===== src/rtl/arp_rx_parser.sv =====
// ARP receive parser: validates the 28-byte ARP body streamed after the EtherType,
// then holds sender MAC/IP and the request/reply flag on a valid/ready result port.
module arp_rx_parser #(
   parameter int unsigned CNT_WIDTH = 16
) (
   input  logic                 clk,
   input  logic                 reset_n,
   input  logic [47:0]          local_mac_addr_in,
   input  logic [31:0]          local_ip_addr_in,
   input  logic [7:0]           arp_axis_tdata_in,
   input  logic                 arp_axis_tvalid_in,
   input  logic                 arp_axis_tlast_in,
   output logic                 arp_axis_tready_o,
   output logic                 result_valid_o,
   input  logic                 result_ready_in,
   output logic                 result_is_reply_o,
   output logic [47:0]          sender_mac_o,
   output logic [31:0]          sender_ip_o,
   output logic [CNT_WIDTH-1:0] rx_ok_cnt_o,
   output logic [CNT_WIDTH-1:0] rx_err_cnt_o
);

   typedef enum logic [1:0] {StIdle, StHdr, StDrain, StHold} state_e;

   state_e               r_state;
   logic [4:0]           r_byte_cnt;
   logic                 r_hdr_bad;
   logic                 r_runt;
   logic [15:0]          r_oper;
   logic [47:0]          r_sha;
   logic [31:0]          r_spa;
   logic [47:0]          r_tha;
   logic [31:0]          r_tpa;
   logic                 r_result_valid;
   logic                 r_is_reply;
   logic [47:0]          r_sender_mac;
   logic [31:0]          r_sender_ip;
   logic [CNT_WIDTH-1:0] r_ok_cnt;
   logic [CNT_WIDTH-1:0] r_err_cnt;

   logic        w_beat;
   logic        w_fixed_bad;
   logic        w_bad;
   logic        w_eval;
   logic [31:0] w_tpa;

   // Held low during reset so every output reads 0 while reset_n is asserted.
   assign arp_axis_tready_o = (r_state != StHold) && reset_n;
   assign w_beat            = arp_axis_tvalid_in && arp_axis_tready_o;

   always_comb begin
      w_fixed_bad = 1'b0;
      unique case (r_byte_cnt)
         5'd0:    w_fixed_bad = (arp_axis_tdata_in != 8'h00);
         5'd1:    w_fixed_bad = (arp_axis_tdata_in != 8'h01);
         5'd2:    w_fixed_bad = (arp_axis_tdata_in != 8'h08);
         5'd3:    w_fixed_bad = (arp_axis_tdata_in != 8'h00);
         5'd4:    w_fixed_bad = (arp_axis_tdata_in != 8'h06);
         5'd5:    w_fixed_bad = (arp_axis_tdata_in != 8'h04);
         default: w_fixed_bad = 1'b0;
      endcase
   end

   // Evaluating on byte 27 itself needs its TPA byte folded in combinationally.
   assign w_tpa  = (r_state == StDrain) ? r_tpa : {r_tpa[23:0], arp_axis_tdata_in};
   assign w_bad  = r_hdr_bad || !((r_oper == 16'd1) || (r_oper == 16'd2)) ||
                   ((r_oper == 16'd2) && (r_tha != local_mac_addr_in));
   assign w_eval = w_beat && arp_axis_tlast_in &&
                   (((r_state == StHdr) && (r_byte_cnt == 5'd27)) ||
                    ((r_state == StDrain) && !r_runt));

   always_ff @(posedge clk or negedge reset_n) begin
      if (!reset_n) begin
         r_state        <= StIdle;
         r_byte_cnt     <= '0;
         r_hdr_bad      <= 1'b0;
         r_runt         <= 1'b0;
         r_oper         <= '0;
         r_sha          <= '0;
         r_spa          <= '0;
         r_tha          <= '0;
         r_tpa          <= '0;
         r_result_valid <= 1'b0;
         r_is_reply     <= 1'b0;
         r_sender_mac   <= '0;
         r_sender_ip    <= '0;
         r_ok_cnt       <= '0;
         r_err_cnt      <= '0;
      end else begin
         if (w_beat) begin
            if (r_byte_cnt != 5'd28) r_byte_cnt <= r_byte_cnt + 5'd1;
            r_hdr_bad <= (r_state == StIdle) ? w_fixed_bad : (r_hdr_bad || w_fixed_bad);
            if (r_byte_cnt >= 5'd6 && r_byte_cnt <= 5'd7)
               r_oper <= {r_oper[7:0], arp_axis_tdata_in};
            if (r_byte_cnt >= 5'd8 && r_byte_cnt <= 5'd13)
               r_sha <= {r_sha[39:0], arp_axis_tdata_in};
            if (r_byte_cnt >= 5'd14 && r_byte_cnt <= 5'd17)
               r_spa <= {r_spa[23:0], arp_axis_tdata_in};
            if (r_byte_cnt >= 5'd18 && r_byte_cnt <= 5'd23)
               r_tha <= {r_tha[39:0], arp_axis_tdata_in};
            if (r_byte_cnt >= 5'd24 && r_byte_cnt <= 5'd27)
               r_tpa <= {r_tpa[23:0], arp_axis_tdata_in};
         end

         unique case (r_state)
            StIdle: begin
               if (w_beat) begin
                  r_runt  <= arp_axis_tlast_in;
                  r_state <= arp_axis_tlast_in ? StDrain : StHdr;
               end
            end
            StHdr: begin
               if (w_beat && arp_axis_tlast_in && (r_byte_cnt < 5'd27)) begin
                  r_err_cnt  <= r_err_cnt + CNT_WIDTH'(1);
                  r_byte_cnt <= '0;
                  r_state    <= StIdle;
               end else if (w_beat && (r_byte_cnt == 5'd27) && !arp_axis_tlast_in) begin
                  r_state <= StDrain;
               end
            end
            StDrain: begin
               if (w_beat && arp_axis_tlast_in && r_runt) begin
                  r_err_cnt  <= r_err_cnt + CNT_WIDTH'(1);
                  r_byte_cnt <= '0;
                  r_state    <= StIdle;
               end
            end
            StHold: begin
               if (result_ready_in) begin
                  r_result_valid <= 1'b0;
                  r_state        <= StIdle;
               end
            end
            default: r_state <= StIdle;
         endcase

         if (w_eval) begin
            r_byte_cnt <= '0;
            if (w_bad) begin
               r_err_cnt <= r_err_cnt + CNT_WIDTH'(1);
               r_state   <= StIdle;
            end else if (w_tpa != local_ip_addr_in) begin
               r_state <= StIdle;
            end else begin
               r_is_reply     <= (r_oper == 16'd2);
               r_sender_mac   <= r_sha;
               r_sender_ip    <= r_spa;
               r_result_valid <= 1'b1;
               r_ok_cnt       <= r_ok_cnt + CNT_WIDTH'(1);
               r_state        <= StHold;
            end
         end
      end
   end

   assign result_valid_o    = r_result_valid;
   assign result_is_reply_o = r_is_reply;
   assign sender_mac_o      = r_sender_mac;
   assign sender_ip_o       = r_sender_ip;
   assign rx_ok_cnt_o       = r_ok_cnt;
   assign rx_err_cnt_o      = r_err_cnt;

endmodule

===== config.mk =====
export PLATFORM = sky130hd
export DESIGN_NAME = arp_rx_parser
export DESIGN_NICKNAME = d
export VERILOG_FILES = /design/src/rtl/arp_rx_parser.sv
export SDC_FILE = /design/constraint.sdc
export NUM_CORES = 1
export LEC_CHECK = 0
export CORE_ASPECT_RATIO = 2
export CORE_MARGIN = 2
export CORE_UTILIZATION = 25
export DETAILED_ROUTE_END_ITERATION = 12
export GPL_ROUTABILITY_DRIVEN = 0
export PLACE_DENSITY = 0.5
export SYNTH_ARGS = -nofsm -noshare
export SYNTH_HDL_FRONTEND = slang
export SYNTH_SLANG_ARGS = --single-unit

===== constraint.sdc =====
create_clock -name clk -period 6.13 [get_ports clk]
set_input_delay 1.226 -clock clk [delete_from_list [all_inputs] [get_ports clk]]
set_output_delay 1.226 -clock clk [all_outputs]
set_load 0.02 [all_outputs]

* Word level (Yosys, flattened, before mapping) *
Index checks and enable logic that the tools add are counted.

storage, ports and cells
  flip-flop bits (word level) = 299
  output and inout bits = 115

operators by class
  add/sub/neg operators = 3
  $lt $le $gt $ge = 11
  eq/ne operators = 23
  muxes and demuxes = 29
  bitwise gates (word level) = 2
  reduce and logical (&&, ||, !) cells = 36

operators by type and width
  cell                                                   count
  2-to-1 mux 16 bit                                      4
  != test 48 bit                                         1
  adder 16 x 1 -> 16 bit, second input constant          2
  2-to-1 mux 32 bit                                      1
  != test 32 bit                                         1
  one-hot mux 16 bit (2 select lines)                    1
  2-to-1 mux 5 bit                                       5
  2-to-1 mux 2 bit                                       9
  equality test 16 x 1 -> 1 bit, second input constant   1
  equality test 16 x 2 -> 1 bit, second input constant   1
  logical AND 1 bit                                      16
  != test 8 x 3 -> 1 bit, second input constant          2
  less-or-equal comparator 5 bit, second input constant  3
  AND reduction 2 bit                                    6
  equality test 5 x 2 -> 1 bit, second input constant    2
  equality test 5 x 3 -> 1 bit, second input constant    2
  >= comparator 5 x 4 -> 1 bit, second input constant    2
  >= comparator 5 bit, second input constant             2
  one-hot mux 5 bit (2 select lines)                     1
  != test 8 x 1 -> 1 bit, second input constant          1
  != test 8 x 4 -> 1 bit, second input constant          1
  one-hot mux 2 bit (4 select lines)                     1
  nonzero test 8 bit                                     1
  2-to-1 mux 1 bit                                       6
  other kinds (23)                                       32

* Logic depth before layout (Yosys ltp) *
  depth after elaboration = 9
  mapped depth = 14

* Worst setup path after synthesis *
No wires, ideal clock.

  path type = input to register
  from = in reset_n
  to = reg r_tha[27]
  data arrival time = 3.233 ns
  required time = 6.005 ns
  slack = 2.772 ns
  stages = 6
  buffers on the path = 2
  path through = nor2b_1 > nand2_1 > a2111oi_0 > clkbuf_1 > buf_2 > mux2_2

between the ends
  longest elaborated chain between the ends = 3

RTL lines
  element                        RTL line  source
  from (decl)                    7         input logic reset_n,
  logical AND 1 bit              48        assign arp_axis_tready_o = (r_state != StHold) && reset_n;
  logical AND 1 bit              49        assign w_beat = arp_axis_tvalid_in && arp_axis_tready_o;
  AND reduction 2 bit (no line)  --
  to (signal assigned)           100       r_tha <= {r_tha[39:0], arp_axis_tdata_in};
  to (decl)                      32        logic [47:0] r_tha;

No other way between the ends.
A chain may end at the register's enable or synchronous reset.

* Final worst setup path *
  from = reg r_state[0]
  to = reg r_sender_mac[25] (netlist: sender_mac_o[25])

between the ends
  longest elaborated chain between the ends = 6

RTL lines
  element                                                    RTL line  source
  from (decl)                                                25        state_e r_state;
  from (signal assigned)                                     74        r_state <= StIdle;
  from (signal assigned)                                     109       r_state <= arp_axis_tlast_in ? StDrain : StHdr;
  from (signal assigned)                                     116       r_state <= StIdle;
  branches (longest 5 deep; another with 2-to-1 mux 32 bit)  --
  AND reduction 3 bit (no line) *                            --
  to (signal assigned)                                       146       r_sender_mac <= r_sha;
  to (decl)                                                  36        logic [47:0] r_sender_mac;

Mark *: on every way between the ends.

==> metrics.md <==
| Metric | Value |
|---|---|
| Synthesized cell area | 0.0133 mm2 |
| Worst skew pair latency | 0.58 ns |
| Syn_nets | 1,069 |
| Layout net count | 1,283 |
| Register area share after synthesis | 0.562 |
| Switch Pwr | roughly 1.3 mW |
| Yosys reg bits | 299 |
| Main flop type after synthesis | dfrtp_1 |
| Num CTS Buffers | 30 |
| RSZ-0062 raised after global routing | false |
| Initial Utilization | 0.253 |
| Comb pwr share | 0.154 |
| Pins over their slew limit | 0 |
| Synth Instances | 966 |
| TritonCTS clock tree | built |
| Max-capacitance violation count | 0 |
| Post-CTS Hold Buffers | 0 |
| CTS root buf | clkbuf_16 |
| Wirelength per Cell | 19.2 um |
| FFs w/ async S/R, synth | 1.00 |
| CP Class | reg -> reg |
| Layout cells sized above 1 | 0.261 |
| Sw frac | 0.278 |
| Crit end category | flop |
| Final wirelength | about 36 mm |
| First DRT Iteration DRCs | 361 |
| CP Cell Sequence | inv_1, ha_2, buf_4, mux2i_1, xnor2_1, nor4_1, and3_1, o2111a_4, buf_12, mux2_2 |
| Hold crit path type | reg -> reg |
| Most frequent cells in the layout | dfrtp_1, mux2_2, clkdlybuf4s50_1 |
| Startpoint Class | flop |
| Hold Violations, Final | 0 |
| Setup_tns | 0 ns |
| Final core utilization | 0.326 |
| Pwr/cell area | 281 mW/mm2 |
| Pint | ~3.5 mW |
| Drt first pass iters | 4 |
| Crit path max fanout | 51 |
| Drt drc | 0 |
| F_max | between 200 and 250 MHz |
| Width of the die | 167 um |
| CP required | 6.59 ns |
| Clk pin slew, worst setup/hold paths | about 0.060 ns |
| First-pass GRT wire length | 55.2 mm |
| Area Growth Syn to Fin | 28.8% |
| Crit share post-route | 0.705 |
| Sequential share of power | 0.452 |
| Slew HR | 0.278 |
| Reg2Reg Setup Slack | 1.81 ns |
| Ys Warns | 0 |
| Worst path slowest cell | ha_2 |
| Buf/Inv on CP | 3 |
| Unique masters post-synth | 50 |
| Part of the power in the clock network | 0.394 |
| Pin count of the biggest net entering global routing | 75 |
| FILL cells | 5,258 |
| Slew at the pin with the worst max-slew slack | 1.08 ns |
| Clock sink total | 299 |
| Via/cell ratio | around 4.5 |
| Row count | 119 |
| FF+latch area | 0.00748 mm2 |
| Synthesized area per cell | between 10 and 15 um2 |
| Clock Tree Buf Depth | 3 |
| Remaining Overflow, GRT | 0 |
| Area occupied by multi-input gates | 0.00557 mm2 |
| Max VDD drop | 0.000205 V |
| WP data arrival | 4.78 ns |
| Die area | 0.0552 mm2 |
| Number of port buffers | slightly above 200 |
| Status | finished, final reports clean |
| I/O pin count | around 210 |
| Slowest stage delay, CP | roughly 0.60 ns |
| H-Tree Depth | 1 |
| Post-CTS Setup Bufs | 0 |
| Initial antenna violation count | 2 |
| CTS resizes | 0 |
| Clock Skew | 0.0176 ns |
| Crit path time final | between 4 and 5 ns |
| Gr usage total | 0.129 |
| Vias in the first global route | 8,979 |
| Die H | 330 um |
| EDFF count, synth | 0 |
| Cell family with most CP delay | buffers and inverters |
| Commonest non-fill, non-tap cell in the layout | dfrtp_1 |
| Final Setup Violations | 0 |
| Core area | 0.0526 mm2 |
| Lkg Pwr | 7.72 nW |
| Hpwl dp | 25.4 mm |
| Via count | 8,469 |
| Antenna Nets Post-Route | 0 |
area by class of cell:
cell class                 count  area share
antenna                        1    0.000146
clock buffer                  39      0.0482
clock inverter                14     0.00920
inverter                      10     0.00219
multi-input combinational    613       0.325
sequential                   299       0.437
tap                          665      0.0485
timing repair buffer         226       0.130
cell families after synthesis:
kind of cell               synth area share
buffers and inverters                0.0225
xor gates and xnor gates             0.0665
and+or+nand+nor                      0.0639
AOI/OAI and AO/OA                    0.0329
muxes                                 0.242
adders and majority gates           0.00940
DFF                                   0.562
Yosys cell counts (all sizes together), types with 2 or more instances:
cell type    n  area (um2)
nor3b        2        15.0
nor4        23         169
dfrtp      299        7480
o21ai       11        58.8
buf         22         179
nand2b       3        18.8
a21oi       22         110
nor2        14        52.6
nand3       15        75.1
nor2b        2        12.5
nand2       20        75.1
inv         10        37.5
nand3b       2        15.0
ha          10         125
a311oi      11        96.3
and4         4        35.0
clkbuf      22        82.6
nand4       17         106
o22a         2        17.5
or3          2        12.5
or2          2        12.5
xor2        18         158
a211oi       4        30.0
and3        17         106
nor3        14        70.1
mux2i       32         320
and4b        2        20.0
xnor2       83         727
o211ai       4        30.0
mux2       258        2910
a31oi        5        31.3
o2111a       2        22.5
and2         2        12.5
nor4b        2        17.5
sequential cells by signal (all words and copies together) (netlist names):
name	count
r_byte_cnt	5
r_hdr_bad	1
r_oper	16
r_runt	1
r_sha	48
r_spa	32
r_state	2
r_tha	48
r_tpa	32
result_is_reply_o	1
result_valid_o	1
rx_err_cnt_o	16
rx_ok_cnt_o	16
sender_ip_o	32
sender_mac_o	48
worst paths after layout:
kind	cells past startpoint	endpoint	startpoint
worst max-delay path	10	sender_mac_o[25]	r_state[0]
max in group asynchronous	3	r_sha[14]	reset_n
worst min register to register	1	rx_ok_cnt_o[15]	rx_ok_cnt_o[15]
worst min-delay path	1	rx_ok_cnt_o[15]	rx_ok_cnt_o[15]
min in group asynchronous	1	rx_ok_cnt_o[6]	reset_n
worst max register to register	10	sender_mac_o[25]	r_state[0]
worst register-to-register path, stage by stage (launching register included):
cell      delay [ns]
dfrtp_1         0.41
inv_1           0.10
ha_2            0.60
buf_4           0.41
mux2i_1         0.36
xnor2_1         0.10
nor4_1          0.50
and3_1          0.32
o2111a_4        0.60
buf_12          0.35
mux2_2          0.47
metal layers:
layer	part of all wire	vias up	wire (um)	GRT usage
li1	-	3910	-	-
met4	0.024	0	845	0.0395
met1	0.38	4341	13600	0.142
met5	0	-	0	0
met3	0.040	37	1440	0.0204
met2	0.56	181	20000	0.252
through the flow:
step	setup WS (ns)	cells	total power [mW]	hold WS (ns)	instance area [um2]
2_1_floorplan	2.77	966	2.69	0.439	13300
3_3_place_gp	1.43	1813	2.95	0.463	16200
3_5_place_dp	1.44	1813	2.97	0.466	16200
4_1_cts	1.68	1866	4.93	0.469	17100
5_1_grt	1.61	1867	5.07	0.484	17100
6_report	1.81	1867	4.81	0.474	17100
power groups by stage:
| stage | clock, mW | sequential [mW] | combinational [mW] |
|---|---|---|---|
| 3_3_place_gp | 0 | 2.21 | 0.747 |
| 3_5_place_dp | 0 | 2.21 | 0.759 |
| 4_1_cts | 1.99 | 2.17 | 0.760 |
| 2_1_floorplan | 0 | 2.18 | 0.511 |
| 6_report | 1.90 | 2.17 | 0.743 |
| 5_1_grt | 2.06 | 2.19 | 0.821 |
Power figures use the tool's default switching activity.
